### src/rtl/mc_datapath.sv
// Multicycle 16-bit-instruction datapath with a DW-wide register file and a shared memory port.
// Define MC_DATAPATH_FASTBR_EN to resolve jump/branch in DECODE instead of EXEC.
module mc_datapath #(
   parameter int            DW       = 16,
   parameter logic [DW-1:0] RESET_PC = '0
) (
   input  logic          clk,
   input  logic          reset,
   output logic [15:0]   instr,
   input  logic          memtoreg,
   input  logic          memwrite,
   input  logic          alusrc,
   input  logic          regdst,
   input  logic          regwrite,
   input  logic          jump,
   input  logic          branch,
   input  logic [2:0]    alucontrol,
   output logic          mem_req,
   output logic          mem_we,
   output logic [DW-1:0] mem_addr,
   output logic [DW-1:0] mem_wdata,
   input  logic [DW-1:0] mem_rdata,
   input  logic          mem_ready,
   output logic [DW-1:0] pc,
   output logic [2:0]    state,
   output logic          zero,
   output logic          less,
   output logic          retire
);

   typedef enum logic [2:0] {
      BOOT   = 3'd0,
      FETCH  = 3'd1,
      DECODE = 3'd2,
      EXEC   = 3'd3,
      MEM    = 3'd4,
      WB     = 3'd5
   } state_t;

   state_t        st, st_nxt;
   logic          retire_nxt;
   logic [DW-1:0] a, b, alu_out, mdr;
   logic [DW-1:0] rf [8];
   logic          store_q;

   logic [2:0]    rs, rt, rd, wr_idx;
   logic [DW-1:0] rd_a, rd_b, signimm, srcb, alu_res;
   logic [DW-1:0] pc_plus2, br_tgt, jmp_tgt;
   logic          alu_lt;

   assign rs       = instr[12:10];
   assign rt       = instr[9:7];
   assign rd       = instr[2:0];
   assign wr_idx   = regdst ? rd : rt;
   assign rd_a     = rf[rs];
   assign rd_b     = rf[rt];
   assign signimm  = {{(DW-7){instr[6]}}, instr[6:0]};
   assign srcb     = alusrc ? signimm : b;
   assign pc_plus2 = pc + DW'(2);
   assign br_tgt   = pc_plus2 + {signimm[DW-2:0], 1'b0};
   assign jmp_tgt  = {pc_plus2[DW-1:13], instr[12:1], 1'b0};
   assign alu_lt   = $signed(a) < $signed(srcb);
   assign state    = st;

   always_comb begin
      alu_res = '0;
      case (alucontrol)
         3'b000:  alu_res = a & srcb;
         3'b001:  alu_res = a | srcb;
         3'b010:  alu_res = a + srcb;
         3'b110:  alu_res = a - srcb;
         3'b111:  alu_res = {{(DW-1){1'b0}}, alu_lt};
         default: alu_res = '0;
      endcase
   end

   // Memory port driven only from state and registers, so no input reaches it combinationally.
   assign mem_req   = (st == FETCH) || (st == MEM);
   assign mem_we    = (st == MEM) && store_q;
   assign mem_addr  = (st == MEM) ? alu_out : pc;
   assign mem_wdata = b;

   always_ff @(posedge clk or negedge reset) begin
      if (!reset) st <= BOOT;
      else        st <= st_nxt;
   end

   always_comb begin
      st_nxt     = BOOT;
      retire_nxt = 1'b0;
      case (st)
         BOOT:   st_nxt = FETCH;
         FETCH:  st_nxt = mem_ready ? DECODE : FETCH;
         DECODE: begin
            st_nxt = EXEC;
`ifdef MC_DATAPATH_FASTBR_EN
            if (jump || branch) begin
               st_nxt     = FETCH;
               retire_nxt = 1'b1;
            end
`endif
         end
         EXEC: begin
            if (jump || branch) begin
               st_nxt     = FETCH;
               retire_nxt = 1'b1;
            end else if (memtoreg || memwrite) begin
               st_nxt = MEM;
            end else begin
               st_nxt = WB;
            end
         end
         MEM: begin
            st_nxt = MEM;
            if (mem_ready) begin
               if (store_q) begin
                  st_nxt     = FETCH;
                  retire_nxt = 1'b1;
               end else begin
                  st_nxt = WB;
               end
            end
         end
         WB: begin
            st_nxt     = FETCH;
            retire_nxt = 1'b1;
         end
         default: st_nxt = BOOT;
      endcase
   end

   always_ff @(posedge clk or negedge reset) begin
      if (!reset) begin
         pc      <= RESET_PC;
         instr   <= '0;
         a       <= '0;
         b       <= '0;
         alu_out <= '0;
         mdr     <= '0;
         zero    <= 1'b0;
         less    <= 1'b0;
         retire  <= 1'b0;
         store_q <= 1'b0;
         for (int i = 0; i < 8; i++) rf[i] <= '0;
      end else begin
         retire <= retire_nxt;
         case (st)
            FETCH: if (mem_ready) instr <= mem_rdata[15:0];
            DECODE: begin
               a <= rd_a;
               b <= rd_b;
`ifdef MC_DATAPATH_FASTBR_EN
               if (jump)        pc <= jmp_tgt;
               else if (branch) pc <= (rd_a == rd_b) ? br_tgt : pc_plus2;
`endif
            end
            EXEC: begin
               alu_out <= alu_res;
               zero    <= (alu_res == '0);
               less    <= alu_lt;
               store_q <= memwrite;
               if (jump)        pc <= jmp_tgt;
               else if (branch) pc <= (a == b) ? br_tgt : pc_plus2;
            end
            MEM: begin
               if (mem_ready) begin
                  if (store_q) pc  <= pc_plus2;
                  else         mdr <= mem_rdata;
               end
            end
            WB: begin
               // r0 is never written, which keeps it reading as zero.
               if (regwrite && wr_idx != 3'd0) rf[wr_idx] <= memtoreg ? mdr : alu_out;
               pc <= pc_plus2;
            end
            default: ;
         endcase
      end
   end

endmodule

### config.mk
export PLATFORM = sky130hd
export DESIGN_NAME = mc_datapath
export DESIGN_NICKNAME = d
export VERILOG_FILES = /design/src/rtl/mc_datapath.sv
export SDC_FILE = /design/constraint.sdc
export NUM_CORES = 1
export LEC_CHECK = 0
export ABC_CLOCK_PERIOD_IN_PS = 3500
export CORE_MARGIN = 2
export CORE_UTILIZATION = 40
export DETAILED_ROUTE_END_ITERATION = 16
export SYNTH_ARGS = -nofsm -noshare
export SYNTH_HDL_FRONTEND = slang
export SYNTH_SLANG_ARGS = --single-unit
### constraint.sdc
create_clock -name clk -period 3.5 [get_ports clk]
set_clock_uncertainty 0.1 [all_clocks]
set_input_delay 0.525 -clock clk [delete_from_list [all_inputs] [get_ports clk]]
set_output_delay 0.525 -clock clk [all_outputs]
set_load 0.05 [all_outputs]
==> out/summary.json, run 1 <==
{
  "syn_area_sq_um": 14200,
  "synthesis.yosys.warnings": 0,
  "period_minus_slack_ns": 3.43,
  "worstSetupEndpointType": "flop",
  "synth_seq_cells": 230,
  "floorplan.rows": 69,
  "top_level_ports": 101,
  "clk_pin_slew_ns": 0.06,
  "layout.cells.non_filler": 2125,
  "postRouteWirelength_mm": 44.7,
  "cp_cell_sequence": "buf_6 > ha_4 > fa_2 > a211oi_2 > nor2_2 > o41a_1 > a41oi_2 > a21oi_2 > a31oi_1 > mux2i_1 > mux2i_1 > xor2_1",
  "grt_pass1_vias": 11700,
  "remaining_drc_errors": 0,
  "postSynthCellCount": 1440,
  "total_leakage_power_uw": 0.00822,
  "final_setup_viols": 0,
  "place.detailed.hpwl_mm": 32.8,
  "drt-pass1-iter-count": 6,
  "grt_remaining_overflow": 0,
  "outcome": "completed",
  "max_cap_viols": 0,
  "routedWlPerCell_microns": 21.0,
  "min-delay-path-class": "reg2reg",
  "layout_utilization_pct": 51.7,
  "fmax_ghz": 0.291,
  "synth_top_area_cell": "dfrtp_1",
  "ys.flop_type": "dfrtp_1",
  "synthToLayoutAreaGrowth_pct": 28.3,
  "routed-via-count": 11800,
  "totalNegativeSetupSlack_ns": 0,
  "critPathRequiredTime_ns": 3.86,
  "routed_via_density": 5.56,
  "num-nets-final": 1743,
  "cts_tree": "built",
  "critical_path.most_common_cell": "mux2i_1",
  "syn_avg_cell_area_sq_um": 9.88,
  "grt_setup_unrepaired": "yes",
  "clock_latency_ns": 0.56,
  "power_density_nw_per_um2": 1100,
  "leading_cell_type_in_the_layout_fill_and_taps_excluded": "dfrtp_1",
  "clock_tree.root_cell": "clkbuf_16",
  "synth.top_cells.by_area": "dfrtp_1 40%, mux4_2 10%, ha_1 5.9%",
  "sequential_share_of_the_synthesized_area_pct": 40.5,
  "number_of_synthesized_flops_with_an_enable_pin": 0,
  "fp.dieArea_sq_um": 37100,
  "tightestPinTransition_ns": 0.865,
  "ir_worst_vdd_mv": 0.615,
  "cp.buffers_inverters": 1,
  "kind_of_critical_path": "reg2reg",
  "worstHoldStart": "rf[125]",
  "grt_max_degree": 71,
  "top_library_cells_by_usage_in_the_layout_fill_and_taps_aside": "219 x dfrtp_1, 184 x buf_4, 148 x a21oi_1",
  "synthDominantCellAreaShare_pct": 40.5,
  "initial_core_utilization_pct": 40.3,
  "floorplan.die.width_microns": 193,
  "chipHeight_microns": 193,
  "antenna_cells_inserted": 0,
  "number_of_levels_the_h_tree_was_split_into": 1,
  "min_period_over_period_pct": 98.0,
  "globalplace.congestion": 0.917,
  "grt_antenna_before_repair": 0,
  "placedCellCount": 2069,
  "critical_path.max_stage_delay_ns": 0.46,
  "core_sq_um": 35300,
  "synth_nets": 1539,
  "final_layout_size_suffix_gt1_share_pct": 26.1,
  "final_hold_viols": 0,
  "critPathTopFamily": "compound AO/OA/AOI/OAI gates",
  "io_buffers": 99,
  "cp-startpoint": "instr[0]",
  "cts_max_path_buffers": 3,
  "r2r-start": "instr[0]",
  "critPathSlowestCell": "dfrtp_2",
  "drt_iter0_drc": 832,
  "grt_pass1_wl_mm": 68.7,
  "slew_headroom_pct": 40.7,
  "antenna_left": 0,
  "cp_max_fo": 3,
  "post_synth_num_cell_types": 68,
  "fin_total_pwr_uw": 20100,
  "numCtsBuffers": 26,
  "synth_async_sr_flop_share_pct": 100,
  "drv_slew": 0,
  "start_kind": "flop",
  "cts_num_sinks": 230,
  "worst_hold_slack_ns": 0.294,
  "worstPathArrival_ns": 3.80,
  "globalRouteTotalUtil_pct": 24.5
}
## timing repair
item | CTS | global route
endpoints found under the hold margin | 54 | 0
endpoints found under the setup margin | 9 | 6
cloned | 0 | 0
setup buffers | 0 | 7
pin swaps | 1 | 17
hold buffers | 1 | 0
gates resized for setup | 18 | 36
## layer usage
| layer | track usage [%] | routed length, microns | share of wire, % | vias to the layer above |
|---|---|---|---|---|
| met1 | 34.6 | 19200 | 43 | 5834 |
| met2 | 40.1 | 21200 | 47 | 379 |
| met5 | 0 | 0 | 0 | - |
| met4 | 6.25 | 1040 | 2.3 | 0 |
| li1 | - | - | - | 5540 |
| met3 | 3.13 | 3280 | 7.3 | 62 |
## layout make-up
| type | count | area, sq um |
|---|---|---|
| Sequential cell | 230 | 5770 |
| Multi-Input combinational cell | 1038 | 8060 |
| Tap cell | 461 | 577 |
| Fill cell | 3165 | 17100 |
| Clock buffer | 37 | 782 |
| Inverter | 60 | 225 |
| Timing Repair Buffer | 288 | 2600 |
| Clock inverter | 11 | 235 |
## logic make-up after synthesis
family / after synthesis / synth area share, %
DFF: 230 / 40.5
buffers and inverters: 172 / 4.65
xor gates and xnor gates: 50 / 3.08
adders and majority gates: 70 / 6.32
AOI/OAI and AO/OA: 353 / 14.6
and+or+nand+nor: 384 / 12.1
other: 1 / 0.0264
muxes: 180 / 18.7
## flip-flops by register name, summed over array words and instances, names as in the netlist
| register | flops |
|---|---|
| a | 16 |
| alu_out | 16 |
| instr | 16 |
| less | 1 |
| mdr | 16 |
| mem_wdata | 16 |
| pc | 15 |
| retire | 1 |
| rf | 128 |
| state | 3 |
| store_q | 1 |
| zero | 1 |
## synth_stat cells (8+ instances only)
master      n
nor2b_1    10
a211oi_1   12
nand2_1   122
o21ai_0    90
nor3b_1     8
nor3_1     15
o211ai_1    8
mux2_2     51
o22ai_1    18
xnor2_1    35
xor2_1     15
mux2i_1    65
and3_1     14
nor2_1    148
nand3_1    16
clkbuf_1   98
buf_1      10
dfrtp_1   230
ha_1       67
inv_1      58
nand4_1     9
o31ai_1     8
nand2b_1    9
or2_2       8
a21oi_1   156
mux4_2     64
## final timing paths
kind / endpoint / slack, ns / depth (start not counted)
hold / removal: rf[125] / 0.29 / 0
hold reg to reg: rf[125] / 0.29 / 0
min in group asynchronous: rf[80] / 0.38 / 2
setup reg to reg: pc[15] / 0.07 / 12
setup / recovery: pc[15] / 0.07 / 12
max in group asynchronous: rf[75] / 2.07 / 3
## per-stage QoR
step                setup slack [ns]  area, sq um
floorplan                    -0.0244        14200
global placement              -0.742        16900
detailed placement            -0.882        16900
CTS                           0.0474        18100
global route                 -0.0662        18300
finish                        0.0684        18300
## where the power goes
group          internal (uW)  total [uW]  switching (uW)
Sequential              3580        4730            1150
Combinational           5570       12200            6600
Clock                   2000        3160            1160
Total                  11100       20100            8910
(Power assumes the default switching activity.)
==> run 2, diff against run 1 <==
ABC_AREA = 1   (was default)
CAP_MARGIN = 5   (was default)
CTS_CLUSTER_DIAMETER = 40   (was default)
==> out/summary.json, run 2 <==
{
  "chipHeight": {"value": 203, "unit": "microns", "change": "+5.3%"},
  "routed-via-count": {"value": 15400, "change": "+30%"},
  "fmax": {"value": 0.311, "unit": "GHz", "change": "+6.8%"},
  "worstPathArrival": {"value": 3.56, "unit": "ns", "change": "-0.24 ns"},
  "globalRouteTotalUtil": {"value": 26.2, "unit": "%", "change": "+1.7 points"},
  "top_register": "rf",
  "period_minus_slack": {"value": 3.21, "unit": "ns", "change": "-0.218 ns"},
  "slew_headroom": {"value": 43.3, "unit": "%", "change": "+2.6 points"},
  "critPathTopFamily": "simple AND/OR/NAND/NOR gates",
  "grt_max_degree": {"value": 111, "change": "+56%"},
  "clk_pin_slew": {"value": 0.05, "unit": "ns", "change": "about the same"},
  "final_layout_size_suffix_gt1_share": {"value": 14.6, "unit": "%", "change": "-12 points"},
  "floorplan.rows": {"value": 72, "change": "+4.3%"},
  "synth_nets": {"value": 2285, "change": "+48%"},
  "place.detailed.hpwl": {"value": 38.9, "unit": "mm", "change": "+19%"},
  "outcome": "completed",
  "post_synth_num_cell_types": {"value": 57, "change": "-16%"},
  "layout.cells.non_filler": {"value": 2886, "change": "+36%"},
  "ys.flop_type": "dfrtp_1",
  "critical_path.most_common_cell": "nand2_1",
  "synthesis.yosys.warnings": {"value": 0, "change": "unchanged"},
  "core": {"value": 38800, "unit": "sq um", "change": "+10%"},
  "synth_seq_cells": {"value": 230, "change": "unchanged"},
  "critPathRequiredTime": {"value": 3.85, "unit": "ns", "change": "about the same"},
  "cp.buffers_inverters": {"value": 3, "change": "+2"},
  "floorplan.die.width": {"value": 203, "unit": "microns", "change": "+5.3%"},
  "fp.dieArea": {"value": 41100, "unit": "sq um", "change": "+11%"},
  "critPathSlowestCell": "dfrtp_1",
  "initial_core_utilization": {"value": 40.7, "unit": "%", "change": "+0.41 points"},
  "layout_utilization": {"value": 50.2, "unit": "%", "change": "-1.5 points"},
  "grt_setup_unrepaired": "yes",
  "power_density": {"value": 972, "unit": "nW/um^2", "change": "-12%"},
  "number_of_flip_flops_under_the_largest_register_name": {"value": 128, "change": "unchanged"},
  "totalNegativeSetupSlack": {"value": 0, "unit": "ns", "change": "unchanged"},
  "syn_avg_cell_area": {"value": 7.23, "unit": "sq um", "change": "-27%"},
  "postRouteWirelength": {"value": 53.8, "unit": "mm", "change": "+20%"},
  "antenna_left": {"value": 0, "change": "unchanged"},
  "worstSetupEndpointType": "flop",
  "routed_via_density": {"value": 5.33, "change": "-4.1%"},
  "synth.top_cells.by_area": "dfrtp_1 36%, nand2_1 13%, o21ai_0 7.6%",
  "leading_cell_type_in_the_layout_fill_and_taps_excluded": "nand2_1",
  "critical_path.max_stage_delay": {"value": 0.41, "unit": "ns", "change": "-0.05 ns"},
  "sequential_share_of_the_synthesized_area": {"value": 36.4, "unit": "%", "change": "-4.0 points"},
  "cp_max_fo": {"value": 5, "change": "+2"},
  "num-nets-final": {"value": 2433, "change": "+40%"},
  "post_synth_most_frequent_cells": "528 x nand2_1, 282 x inv_1, 241 x o21ai_0, 230 x dfrtp_1, 188 x a21oi_1",
  "number_of_synthesized_flops_with_an_enable_pin": {"value": 0, "change": "unchanged"},
  "min-delay-path-class": "reg2reg",
  "numCtsBuffers": {"value": 43, "change": "+65%"},
  "clock_tree.root_cell": "clkbuf_16",
  "synth_async_sr_flop_share": {"value": 100, "unit": "%", "change": "unchanged"},
  "num-fill-cells": {"value": 3807, "change": "+20%"},
  "grt_antenna_before_repair": {"value": 2, "change": "+2"},
  "cp_cell_sequence": "ha_2 > nand4_1 > nor2_2 > nand3_2 > nor3_4 > nand2_1 > xor2_2 > inv_1 > ha_1 > inv_1 > nor3_2 > inv_1 > nor2_1 > nor2_1 > nand3b_1 > nand2_1 > o21bai_2 > nand3_1 > nand2_1 > nand2_1",
  "drv_slew": {"value": 0, "change": "unchanged"},
  "tightestPinTransition": {"value": 0.850, "unit": "ns", "change": "-0.0151 ns"},
  "routedWlPerCell": {"value": 18.6, "unit": "microns", "change": "-11%"},
  "final_hold_viols": {"value": 0, "change": "unchanged"},
  "placedCellCount": {"value": 2804, "change": "+36%"},
  "synthToLayoutAreaGrowth_pct": 23.2,
  "ir_worst_vdd": {"value": 0.413, "unit": "mV", "change": "-33%"},
  "max_cap_viols": {"value": 0, "change": "unchanged"},
  "drt-pass1-iter-count": {"value": 6, "change": "unchanged"},
  "start_kind": "flop",
  "grt_pass1_wl": {"value": 83.7, "unit": "mm", "change": "+22%"},
  "total_leakage_power": {"value": 0.00933, "unit": "uW", "change": "+13%"},
  "min_period_over_period": {"value": 91.8, "unit": "%", "change": "-6.2 points"},
  "grt_remaining_overflow": {"value": 0, "change": "unchanged"},
  "cts_tree": "built",
  "synth_top_area_cell": "dfrtp_1",
  "syn_area": {"value": 15800, "unit": "sq um", "change": "+11%"},
  "synthDominantCellAreaShare": {"value": 36.4, "unit": "%", "change": "-4.0 points"},
  "top_level_ports": {"value": 101, "change": "unchanged"},
  "grt_pass1_vias": {"value": 14500, "change": "+24%"},
  "postSynthCellCount": {"value": 2186, "change": "+52%"},
  "kind_of_critical_path": "reg2reg",
  "cts_max_path_buffers": {"value": 3, "change": "unchanged"},
  "synthMostInstantiatedCell": "nand2_1",
  "remaining_drc_errors": {"value": 0, "change": "unchanged"},
  "clock_latency": {"value": 0.58, "unit": "ns", "change": "+0.02 ns"},
  "globalplace.congestion": {"value": 0.934, "change": "+1.9%"},
  "number_of_levels_the_h_tree_was_split_into": {"value": 2, "change": "+1"},
  "io_buffers": {"value": 99, "change": "unchanged"},
  "top_library_cells_by_usage_in_the_layout_fill_and_taps_aside": "528 x nand2_1, 282 x inv_1, 241 x o21ai_0",
  "drt_iter0_drc": {"value": 1186, "change": "+43%"},
  "final_setup_viols": {"value": 0, "change": "unchanged"},
  "cts_num_sinks": {"value": 230, "change": "unchanged"}
}
## run 2: final timing paths
path / start / end / slack (ns) / cells past startpoint
worst max-delay path: pc[2] / pc[15] / 0.29 / 20
worst max register to register: pc[2] / pc[15] / 0.29 / 20
worst min-delay path: rf[125] / rf[125] / 0.29 / 0
worst min register to register: rf[125] / rf[125] / 0.29 / 0
max in group asynchronous: reset / rf[55] / 1.98 / 3
min in group asynchronous: reset / instr[9] / 0.48 / 2
## run 2: cell families (layout without fill, tap and decap cells)
kind of cell               after synthesis  in the layout  share of synthesized area, %
other                                    1              2                        0.0237
DFF                                    230            230                          36.4
muxes                                    6              6                         0.380
adders and majority gates               70             70                          5.69
xor gates and xnor gates                23             23                          1.27
AOI/OAI and AO/OA                      619            619                          22.4
buffers and inverters                  420            601                          11.5
and+or+nand+nor                        817            817                          22.3
## run 2: stage by stage
step	power (uW)	hold WS, ns	setup WS, ns	instance area [sq um]
final	18900	0.293	0.287	19500
after global routing	20200	0.300	-0.0233	19500
after CTS	18900	0.291	0.158	19400
after detailed placement	14300	0.280	-0.0897	17900
after global placement	14300	0.276	-0.104	17900
after floorplan	10400	0.129	0.206	15800
## run 2: per-layer routing
metal,vias to the layer above,track usage [%],part of all wire (%)
li1,7460,-,-
met1,7410,36.8,46
met2,429,41.8,46
met3,85,3.52,5.7
met4,2,8.63,2.7
met5,-,0,0.015
## run 2: timing repair
item / 4_1_cts / 5_1_grt
endpoints found under the setup margin: 0 / 4
setup buffers: 0 / 2
endpoints found under the hold margin: 84 / 0
hold buffers: 1 / 0
resized for setup: 0 / 9
## run 2: area by class of cell
type,instances,area (sq um),share of cell area (%)
clock inverter,29,413,2.12
antenna,1,2.50,0.0129
clock buffer,49,1130,5.80
inverter,292,1100,5.64
sequential,230,5770,29.6
timing repair buffer,231,2140,11.0
tap,518,648,3.33
multi-input combinational,1536,8270,42.5
## run 2: where the power goes
group          switching (uW)  leakage, uW  total [uW]  internal, uW
Clock                    1520     0.000744        4440          2920
Combinational            6780      0.00549       10500          3680
Sequential                819      0.00310        4030          3210
